### src/rtl/pattern_sequencer_pkg.sv
// Shared types and constants for the pattern sequencer.
package pattern_sequencer_pkg;

    // Sequencer states: steady output, waiting for a frame boundary,
    // holding the generator in reset, waiting for the video to settle.
    typedef enum logic [1:0] {
        ST_RUN    = 2'd0,
        ST_PEND   = 2'd1,
        ST_GRST   = 2'd2,
        ST_SETTLE = 2'd3
    } state_e;

    // Pattern index = {smpte, range}
    localparam logic [1:0] FULL75   = 2'b00;
    localparam logic [1:0] FULL100  = 2'b01;
    localparam logic [1:0] SMPTE75  = 2'b10;
    localparam logic [1:0] SMPTE100 = 2'b11;

    localparam int unsigned SETTLE_FRAMES_DEF = 2;
    localparam int unsigned RST_CYCLES_DEF    = 4;
    localparam int unsigned FRAME_CNT_W       = 8;

    // Generator configuration; the low two bits form the pattern index.
    typedef struct packed {
        logic pal;
        logic scandouble;
        logic smpte;
        logic range;
    } vcfg_t;

    // Same timing standard, pattern index advanced by one (3 wraps to 0).
    function automatic vcfg_t next_pattern(input vcfg_t c);
        vcfg_t r;
        r = c;
        {r.smpte, r.range} = {c.smpte, c.range} + 2'd1;
        return r;
    endfunction

endpackage

### src/rtl/pattern_sequencer_if.sv
// Host configuration request/acknowledge bundle.
interface pattern_sequencer_if;
    logic cfg_req;
    logic cfg_pal;
    logic cfg_range;
    logic cfg_smpte;
    logic cfg_scandouble;
    logic cfg_ack;

    modport master (
        output cfg_req, cfg_pal, cfg_range, cfg_smpte, cfg_scandouble,
        input  cfg_ack
    );

    modport slave (
        input  cfg_req, cfg_pal, cfg_range, cfg_smpte, cfg_scandouble,
        output cfg_ack
    );
endinterface

### src/rtl/pattern_sequencer_frame_counter.sv
// VSync rising-edge detector plus a clearable frame counter.
module frame_counter
    import pattern_sequencer_pkg::*;
#(
    parameter int unsigned W = FRAME_CNT_W
) (
    input  logic         clk,
    input  logic         reset,
    input  logic         vsync_i,
    input  logic         enable_i,
    input  logic         clear_i,
    output logic         vs_rise_o,
    output logic [W-1:0] count_o
);

    logic         vs_prev_q;
    logic [W-1:0] count_q;

    assign vs_rise_o = vsync_i & ~vs_prev_q;
    assign count_o   = count_q;

    // Track previous vsync; count enabled rising edges, clear wins over count.
    always_ff @(posedge clk) begin
        if (reset) begin
            vs_prev_q <= 1'b0;
            count_q   <= '0;
        end else begin
            vs_prev_q <= vsync_i;
            if (clear_i) begin
                count_q <= '0;
            end else if (enable_i && vs_rise_o) begin
                count_q <= count_q + 1'b1;
            end
        end
    end

endmodule

### src/rtl/pattern_sequencer.sv
// Sequences test-pattern / timing-standard changes into a video generator,
// applying them on frame boundaries and resetting/muting on timing changes.
module pattern_sequencer
    import pattern_sequencer_pkg::*;
#(
    parameter int unsigned SETTLE_FRAMES = SETTLE_FRAMES_DEF,
    parameter int unsigned RST_CYCLES    = RST_CYCLES_DEF
) (
    input  logic                clk,
    input  logic                reset,
    pattern_sequencer_if.slave  cfg,
    input  logic                next_pat,
    input  logic                auto_en,
    input  logic [7:0]          auto_frames,
    input  logic                vsync,
    output logic                pal,
    output logic                range,
    output logic                smpte,
    output logic                scandouble,
    output logic                gen_reset,
    output logic                mute,
    output logic                busy
);

    localparam logic [1:0] RUN    = ST_RUN;
    localparam logic [1:0] PEND   = ST_PEND;
    localparam logic [1:0] GRST   = ST_GRST;
    localparam logic [1:0] SETTLE = ST_SETTLE;

    localparam int unsigned SETTLE_N = (SETTLE_FRAMES == 0) ? 1 : SETTLE_FRAMES;
    localparam int unsigned RST_N    = (RST_CYCLES == 0) ? 1 : RST_CYCLES;
    localparam int unsigned RC_W     = (RST_N > 1) ? $clog2(RST_N) : 1;

    logic [1:0]      state_q, state_d;
    vcfg_t           shadow_q, shadow_d;
    vcfg_t           out_q, out_d;
    logic            ack_q, ack_d;
    logic            ack_block_q, ack_block_d;
    logic [RC_W-1:0] rst_cnt_q, rst_cnt_d;
    logic            gen_reset_q, mute_q, busy_q;

    logic                   fc_enable, fc_clear, fc_rise;
    logic [FRAME_CNT_W-1:0] fc_count;
    logic [7:0]             auto_target;
    logic                   auto_hit, settle_hit;

    // One counter serves both auto cycling (in RUN) and settling (in SETTLE);
    // it is cleared on every state change so each use starts from zero.
    frame_counter #(.W(FRAME_CNT_W)) u_frame_counter (
        .clk       (clk),
        .reset     (reset),
        .vsync_i   (vsync),
        .enable_i  (fc_enable),
        .clear_i   (fc_clear),
        .vs_rise_o (fc_rise),
        .count_o   (fc_count)
    );

    assign auto_target = (auto_frames == 8'd0) ? 8'd1 : auto_frames;
    assign auto_hit    = auto_en && fc_rise &&
                         (({1'b0, fc_count} + 9'd1) >= {1'b0, auto_target});
    assign settle_hit  = fc_rise && (({1'b0, fc_count} + 9'd1) >= 9'(SETTLE_N));

    // Next-state logic for the sequencer and its shadow/applied configuration.
    always_comb begin
        state_d     = state_q;
        shadow_d    = shadow_q;
        out_d       = out_q;
        ack_d       = 1'b0;
        ack_block_d = ack_block_q & cfg.cfg_req;
        rst_cnt_d   = rst_cnt_q;
        fc_enable   = 1'b0;
        fc_clear    = 1'b0;
        case (state_q)
            RUN: begin
                fc_enable = auto_en;
                if (cfg.cfg_req && !ack_block_q) begin
                    shadow_d    = {cfg.cfg_pal, cfg.cfg_scandouble,
                                   cfg.cfg_smpte, cfg.cfg_range};
                    ack_d       = 1'b1;
                    ack_block_d = 1'b1;
                    state_d     = PEND;
                    fc_clear    = 1'b1;
                end else if (next_pat || auto_hit) begin
                    shadow_d = next_pattern(out_q);
                    state_d  = PEND;
                    fc_clear = 1'b1;
                end else if (!auto_en) begin
                    fc_clear = 1'b1;
                end
            end
            PEND: begin
                if (fc_rise) begin
                    out_d = shadow_q;
                    if ((shadow_q.pal != out_q.pal) ||
                        (shadow_q.scandouble != out_q.scandouble)) begin
                        state_d   = GRST;
                        rst_cnt_d = '0;
                    end else begin
                        state_d = RUN;
                    end
                end
            end
            GRST: begin
                if (rst_cnt_q == RC_W'(RST_N - 1)) begin
                    state_d  = SETTLE;
                    fc_clear = 1'b1;
                end else begin
                    rst_cnt_d = rst_cnt_q + 1'b1;
                end
            end
            SETTLE: begin
                fc_enable = 1'b1;
                if (settle_hit) begin
                    state_d  = RUN;
                    fc_clear = 1'b1;
                end
            end
            default: state_d = RUN;
        endcase
    end

    // State and registered outputs; status outputs decode the next state
    // so they line up with the state they describe.
    always_ff @(posedge clk) begin
        if (reset) begin
            state_q     <= RUN;
            shadow_q    <= '0;
            out_q       <= '0;
            ack_q       <= 1'b0;
            ack_block_q <= 1'b0;
            rst_cnt_q   <= '0;
            gen_reset_q <= 1'b1;
            mute_q      <= 1'b0;
            busy_q      <= 1'b0;
        end else begin
            state_q     <= state_d;
            shadow_q    <= shadow_d;
            out_q       <= out_d;
            ack_q       <= ack_d;
            ack_block_q <= ack_block_d;
            rst_cnt_q   <= rst_cnt_d;
            gen_reset_q <= (state_d == GRST);
            mute_q      <= (state_d == GRST) || (state_d == SETTLE);
            busy_q      <= (state_d != RUN);
        end
    end

    assign cfg.cfg_ack = ack_q;
    assign pal         = out_q.pal;
    assign scandouble  = out_q.scandouble;
    assign smpte       = out_q.smpte;
    assign range       = out_q.range;
    assign gen_reset   = gen_reset_q;
    assign mute        = mute_q;
    assign busy        = busy_q;

endmodule

### src/flat_wrapper.sv
// flat-port wrapper written by rule: the top's interface ports become plain ports
module pattern_sequencer_flat import pattern_sequencer_pkg::*;
#(
    parameter int unsigned SETTLE_FRAMES = SETTLE_FRAMES_DEF,
    parameter int unsigned RST_CYCLES    = RST_CYCLES_DEF
)
  (clk, reset, next_pat, auto_en, auto_frames, vsync, pal, range, smpte, scandouble, gen_reset, mute, busy, cfg_cfg_req, cfg_cfg_pal, cfg_cfg_range, cfg_cfg_smpte, cfg_cfg_scandouble, cfg_cfg_ack);
  pattern_sequencer_if cfg_i ();
  input  logic clk;
  input  logic reset;
  input  logic next_pat;
  input  logic auto_en;
  input  logic [7:0] auto_frames;
  input  logic vsync;
  output logic pal;
  output logic range;
  output logic smpte;
  output logic scandouble;
  output logic gen_reset;
  output logic mute;
  output logic busy;
  input wire logic [$bits(cfg_i.cfg_req)-1:0] cfg_cfg_req;
  input wire logic [$bits(cfg_i.cfg_pal)-1:0] cfg_cfg_pal;
  input wire logic [$bits(cfg_i.cfg_range)-1:0] cfg_cfg_range;
  input wire logic [$bits(cfg_i.cfg_smpte)-1:0] cfg_cfg_smpte;
  input wire logic [$bits(cfg_i.cfg_scandouble)-1:0] cfg_cfg_scandouble;
  output wire logic [$bits(cfg_i.cfg_ack)-1:0] cfg_cfg_ack;
  assign cfg_i.cfg_req = cfg_cfg_req;
  assign cfg_i.cfg_pal = cfg_cfg_pal;
  assign cfg_i.cfg_range = cfg_cfg_range;
  assign cfg_i.cfg_smpte = cfg_cfg_smpte;
  assign cfg_i.cfg_scandouble = cfg_cfg_scandouble;
  assign cfg_cfg_ack = cfg_i.cfg_ack;
  pattern_sequencer #(.SETTLE_FRAMES(SETTLE_FRAMES), .RST_CYCLES(RST_CYCLES)) u_core (.clk(clk), .reset(reset), .cfg(cfg_i), .next_pat(next_pat), .auto_en(auto_en), .auto_frames(auto_frames), .vsync(vsync), .pal(pal), .range(range), .smpte(smpte), .scandouble(scandouble), .gen_reset(gen_reset), .mute(mute), .busy(busy));
endmodule
### config.mk
export PLATFORM = sky130hd
export DESIGN_NAME = pattern_sequencer_flat
export DESIGN_NICKNAME = d
export VERILOG_FILES = /design/src/rtl/pattern_sequencer_pkg.sv /design/src/rtl/pattern_sequencer_if.sv /design/src/rtl/pattern_sequencer_frame_counter.sv /design/src/rtl/pattern_sequencer.sv /design/src/flat_wrapper.sv
export SDC_FILE = /design/constraint.sdc
export NUM_CORES = 1
export LEC_CHECK = 0
export ABC_AREA = 1
export CAP_MARGIN = 20
export CORE_MARGIN = 8
export CORE_UTILIZATION = 45
export CTS_CLUSTER_DIAMETER = 30
export DETAILED_ROUTE_END_ITERATION = 10
export PLACE_DENSITY = 0.68
export SLEW_MARGIN = 25
export SYNTH_ARGS = -nofsm -noshare
export SYNTH_HDL_FRONTEND = slang
export SYNTH_SLANG_ARGS = --single-unit
### constraint.sdc
create_clock -name clk -period 2.8 [get_ports clk]
set_input_delay 0.56 -clock clk [delete_from_list [all_inputs] [get_ports clk]]
set_output_delay 0.56 -clock clk [all_outputs]
set_load 0.03 [all_outputs]
Yosys cells after proc, flatten, opt, wreduce, memory -nomap -nowiden
Index checks and enable logic that the tools add are counted.
W data, S select, Z words.
{"block": "totals", "reg_bits": 26, "latch_bits": 0, "ramBits": 0, "mem_bits_ro": 0, "input_bits": 18, "out_inout_bits": 8, "wordCells": 81, "n_memories": 0}
{"block": "classes", "addsub": 4, "n_mul": 0, "div": 0, "order_cmp": 2, "eq_ne": 11, "shift": 0, "mux": 24, "n_bitwise": 4, "n_reduce_logical": 19}
{"operator": "$mux W2", "n": 9}
{"operator": "$eq A2 B2 Y1 const B", "n": 5}
{"operator": "$add A8 B1 Y9 const B", "n": 1}
{"operator": "$ge A9 B2 Y1 const B", "n": 1}
{"operator": "$ge A9 B8 Y1", "n": 1}
{"operator": "$add A8 B1 Y8 const B", "n": 1}
{"operator": "$logic_not A8 Y1", "n": 1}
{"operator": "$mux W1", "n": 8}
{"operator": "$mux W4", "n": 2}
{"operator": "$mux W8", "n": 1}
{"operator": "$pmux W2 S4", "n": 1}
{"operator": "$reduce_bool A2 Y1", "n": 3}
{"operator": "$logic_and A1 B1 Y1", "n": 5}
{"operator": "$add A2 B1 Y2 const B", "n": 2}
{"operator": "$ne A2 B1 Y1 const B", "n": 2}
{"operator": "$pmux W2 S2", "n": 1}
{"operator": "$reduce_and A2 Y1", "n": 2}
{"operator": "$reduce_and A4 Y1", "n": 1}
{"operator": "$reduce_or A2 Y1", "n": 2}
{"operator": "$logic_or A1 B1 Y1", "n": 3}
{"operator": "$pmux W1 S3", "n": 1}
{"operator": "$and A1 B1 Y1", "n": 2}
{"operator": "$eq A2 B1 Y1 const B", "n": 1}
{"operator": "$logic_not A2 Y1", "n": 1}
{"operator": "other kinds (5)", "n": 7}

Logic depth before layout (Yosys ltp)
{"block": "depth", "ltp_word": 10, "ltp_mapped": 21, "ltp_nobuf": 21}

Hierarchy
From an unflattened synthesis, not the netlist that was laid out.
{"block": "unflattened", "cells_unflattened": 283, "hier_area_um2": 1829.3}
{"mod": "pattern_sequencer", "n_inst": 1, "cells_per_inst": 225, "area_per_inst_um2": 1412.6, "seq_area_each_um2": 320.3}
{"mod": "frame_counter", "n_inst": 1, "cells_per_inst": 58, "area_per_inst_um2": 416.6, "seq_area_each_um2": 180.2}

Worst setup path after synthesis
Ideal clock, no wire load.
{"block": "synth_timing", "path_type": "reg2reg", "start": "reg u_core.u_frame_counter.count_q[0] (netlist: u_core.u_frame_counter.count_o[0])", "end": "reg u_core.u_frame_counter.count_q[0] (netlist: u_core.u_frame_counter.count_o[0])", "setup_time_ns": 0.063, "arrival_ns": 2.227, "required_time_ns": 2.737, "slack_ns": 0.510, "path_stages_with_launch": 20, "path_buffers": 0, "period_less_slack_ns": 2.290, "path_cell_list": "dfxtp_1 ha_1 nand2_2 inv_1 nand3_1 nand2_1 inv_1 ha_1 a21o_1 nand3_1 nand2_1 nor2_1 nand3_1 nand2_2 nand2_2 nand2_4 nand2_2 nand2_2 nand2_4 nor2_2"}
{"block": "synth_via", "elab_chain_cells": 8, "elab_cells_between_ends": 12, "cone_classes": "add/sub (2); order compare (2); mux (4); reduce/logical (4)"}
{"item": "start, declared", "line": "pattern_sequencer_frame_counter.sv:17", "text": "logic [W-1:0] count_q;"}
{"item": "start signal, assigned", "line": "pattern_sequencer_frame_counter.sv:32", "text": "count_q <= count_q + 1'b1;"}
{"item": "$add A8 B1 Y9", "line": "pattern_sequencer.sv:61, pattern_sequencer.sv:62"}
{"item": "$ge A9 B8 Y1", "line": "pattern_sequencer.sv:61", "text": "(({1'b0, fc_count} + 9'd1) >= {1'b0, auto_target});"}
{"item": "$logic_and A1 B1 Y1", "line": "pattern_sequencer.sv:60", "text": "assign auto_hit = auto_en && fc_rise &&"}
{"item": "$logic_or A1 B1 Y1", "line": "pattern_sequencer.sv:84", "text": "end else if (next_pat || auto_hit) begin"}
{"item": "$mux W1", "line": "pattern_sequencer.sv:84"}
{"item": "$mux W1", "line": "pattern_sequencer.sv:77", "text": "if (cfg.cfg_req && !ack_block_q) begin"}
{"item": "$pmux W1 S3", "line": "pattern_sequencer.sv:74", "text": "case (state_q)"}
{"item": "$reduce_or A2 Y1 (no source line)"}
Parallel ways exist; a longest one is shown, timed or not.
A chain may end at the register's enable or synchronous reset.

Worst setup path after layout
{"block": "layout_timing", "start": "reg u_core.u_frame_counter.count_q[1] (netlist: u_core.u_frame_counter.count_o[1])", "end": "reg u_core.u_frame_counter.count_q[0] (netlist: u_core.u_frame_counter.count_o[0])"}
{"block": "layout_via", "elab_chain_cells": 8, "elab_cells_between_ends": 11, "cone_classes": "add/sub (1); order compare (2); mux (4); reduce/logical (4)"}
{"item": "$add A8 B1 Y9 (*)", "line": "pattern_sequencer.sv:61, pattern_sequencer.sv:62"}
{"item": "$ge A9 B8 Y1", "line": "pattern_sequencer.sv:61"}
{"item": "$logic_and A1 B1 Y1", "line": "pattern_sequencer.sv:60"}
{"item": "$logic_or A1 B1 Y1", "line": "pattern_sequencer.sv:84"}
{"item": "$mux W1", "line": "pattern_sequencer.sv:84"}
{"item": "$mux W1", "line": "pattern_sequencer.sv:77"}
{"item": "$pmux W1 S3 (*)", "line": "pattern_sequencer.sv:74"}
{"item": "$reduce_or A2 Y1 (no source line) (*)"}
Mark *: on every way between the ends. The rest lies on a longest branch, timed or not.

==> reports/results.tsv <==
metric	value	unit
status	completed	
depth of the worst register-to-register path	19	
TritonCTS clock tree	done	
critical path class	flip-flop to flip-flop	
Post-CTS Setup Repair Bufs	0	
leakage	1.04	nW
crit-path cells	ha_2 > nand2_2 > inv_1 > nand3_1 > nand2_2 > inv_1 > ha_1 > a21o_1 > nand3_1 > nand2_1 > nor2_1 > nand3_1 > nand2_2 > nand2_2 > nand2_4 > nand2_2 > nand2_2 > nand2_4 > nor2_2	
final setup fails	0	
RR Startpoint	u_core.u_frame_counter.count_o[1]	
Antenna Nets Post-Route	0	
VDD IR-drop max	0.000246	V
Hold WS	0.469	ns
WHS Path Cells	2	
core box area	3660	um2
IO buf count	25	
Die Width	77.5	um
clock latency on the worst-skew pair	0.27	ns
Worst Clk Skew	0.00236	ns
Root Buffer	clkbuf_8	
wire per inst	10.9	um
Vias/cell	4.83	
#FFs+latches synth	26	
final net count	319	
H-tree depth	1	
crit path max fanout	8	
CP Launch Type	flip-flop	
total number of vias	1608	
pre-CTS setup slack	0.163	ns
Clock Pin Slew Worst Setup and Hold Paths	0.08	ns
Bufs on Longest Clock Path	2	
Post-Syn Area	1700	um2
ant diodes	0	
R2R Path End	u_core.u_frame_counter.count_o[0]	
DIE HEIGHT	77.5	um
share of cells above drive strength 1	0.109	
RD Place Congestion	0.896	
Worst-Margin Slew	0.378	ns
FMAX	0.405	GHz
Row Count	22	
Cell variety after synth	25	
PnR worst setup slack	0.333	ns
Syn Inst Count	255	
CTS Sinks	26	
placed inst area	2030	um2
most frequent cells in the layout	nand2_1 (57), inv_1 (46), clkdlybuf4s50_1 (25)	
largest net degree at the start of global routing	15	
fin area	2090	um2
cell with the most instances on the worst path	nand2_2	
Tcrit/Tclk final	0.881	
global route overflow	0	
global-route wire length before repair	6770	um
gr usage total	0.132	
Ports	26	
count of pins over their slew limit	0	
power density over the cells	430	nW/um2
Synth warnings	0	
Slew HR	0.747	
final hold violations	0	
most common cell after layout, fill and taps aside	nand2_1	
Mean Syn Cell Area	6.67	um2
initial DRC count	71	
number of iterations in the first detailed-routing pass	4	
Routed WL	3620	um
unrepaired setup endpoints after global routing	false	
hold crit path type	flip-flop to flip-flop	
slowest CP cell	dfxtp_2	
share of the synthesized area in the top cell type	0.306	
crit path DAT	2.68	ns
CP required	3.01	ns
CP Capture Type	flip-flop	
WHS Endpoint	u_core.range	
Worst R2R Setup Slack	0.33	ns
Area contributors post-synth	dfxtp_1 (31%), nand2_1 (13%), ha_1 (11%)	
fin crit period	2.47	ns
Synth area leader	dfxtp_1	
Area Growth Syn to Fin	22.8	%
sequential area share after synthesis	0.306	
vias in the first global route	1563	
max cap viols	0	
Initial Util	0.464	
CP peak stage delay	0.36	ns
HP Start	u_core.shadow_q[0]	
CTS Buf Count	3	
Residual DRC	0	
Final HPWL DP	2970	um
DIE AREA	6000	um2
syn nets	288	
setup TNS	0	ns
initial antenna violation count	0	
[worst max-delay path: cells and delay by family, from the launching register on]
family	cells	cell delay [ns]
buf+inv	2	0.16
fa+ha+maj	2	0.51
flops	1	0.36
compound gates	1	0.19
simple gates	14	1.20
[metrics by stage]
stage	cells	util	power, mW
2_1_floorplan	255	-	0.586
3_5_place_dp	329	0.553	0.667
6_report	333	0.570	0.897
4_1_cts	333	0.568	0.906
3_3_place_gp	329	0.553	0.666
5_1_grt	333	0.570	0.961
[power by group]
| group | leakage [nW] | total (mW) | internal (mW) | switching, mW |
|---|---|---|---|---|
| combinational | 0.801 | 0.243 | 0.101 | 0.142 |
| clock | 0.0288 | 0.239 | 0.126 | 0.114 |
| sequential | 0.214 | 0.415 | 0.397 | 0.0188 |
| total | 1.04 | 0.897 | 0.623 | 0.274 |
[flip-flops by register name, summed over array words and instances (netlist names), 2 cells and up]
| register | count |
|---|---|
| u_core.u_frame_counter.count_o | 8 |
| u_core.shadow_q | 4 |
| u_core.rst_cnt_q | 2 |
| u_core.state_q | 2 |
[cell type report]
class	count	area, um2
Sequential cell	26	523
Clock buffer	4	55.1
Tap cell	48	60.1
Fill cell	358	1570
Multi-Input combinational cell	180	1000
Timing Repair Buffer	28	273
Inverter	47	176
[cell usage after synthesis]
library cell,instances
nand2_1,58
inv_1,46
dfxtp_1,26
nor2_1,22
o21ai_0,17
ha_1,15
a21oi_1,14
nand3_1,13
nor2_2,10
nand2_2,6
nand4_1,5
nor3_1,4
xnor2_1,4
a211oi_1,2
a21o_1,2
nand2_4,2
a41o_1,1
buf_1,1
clkbuf_1,1
inv_2,1
mux2i_1,1
nor2_4,1
nor4_1,1
o21ai_1,1
o22ai_1,1
[repair_timing]
action	in CTS	in global routing
resized for setup	0	4
hold buffers	0	0
endpoints found under the setup margin	0	11
[kinds of logic (layout without fill, tap and decap cells)]
| group | count (synthesis) | after routing | synth area share |
|---|---|---|---|
| muxes | 1 | 1 | 0.00589 |
| AOI/OAI and AO/OA | 38 | 38 | 0.121 |
| and+or+nand+nor | 122 | 122 | 0.327 |
| DFF | 26 | 26 | 0.306 |
| buffers and inverters | 49 | 79 | 0.108 |
| adders and majority gates | 15 | 15 | 0.110 |
| xor gates and xnor gates | 4 | 4 | 0.0206 |
[worst max path at each step]
stage | depth (start not counted) | to | from | slack (ns)
CTS | 19 | u_core.u_frame_counter.count_o[4] | u_core.u_frame_counter.count_o[1] | 0.23
finish | 19 | u_core.u_frame_counter.count_o[0] | u_core.u_frame_counter.count_o[1] | 0.33
floorplan | 19 | u_core.u_frame_counter.count_o[0] | u_core.u_frame_counter.count_o[0] | 0.51
global placement | 15 | u_core.u_frame_counter.count_o[1] | auto_frames[1] | 0.18
detailed placement | 15 | u_core.u_frame_counter.count_o[4] | auto_frames[1] | 0.16
global route | 19 | u_core.u_frame_counter.count_o[7] | u_core.u_frame_counter.count_o[1] | 0.01
[routing by layer]
metal / part of all wire / GRT usage / routed length [um] / vias to the layer above
met5: 0 / 0 / 0 / -
met4: 0.020 / 0.0566 / 74 / 0
met3: 0.036 / 0.0173 / 130 / 9
met2: 0.45 / 0.232 / 1640 / 37
met1: 0.49 / 0.158 / 1780 / 697
li1: - / - / - / 865
Note: power is estimated with default switching activity, not from simulation.
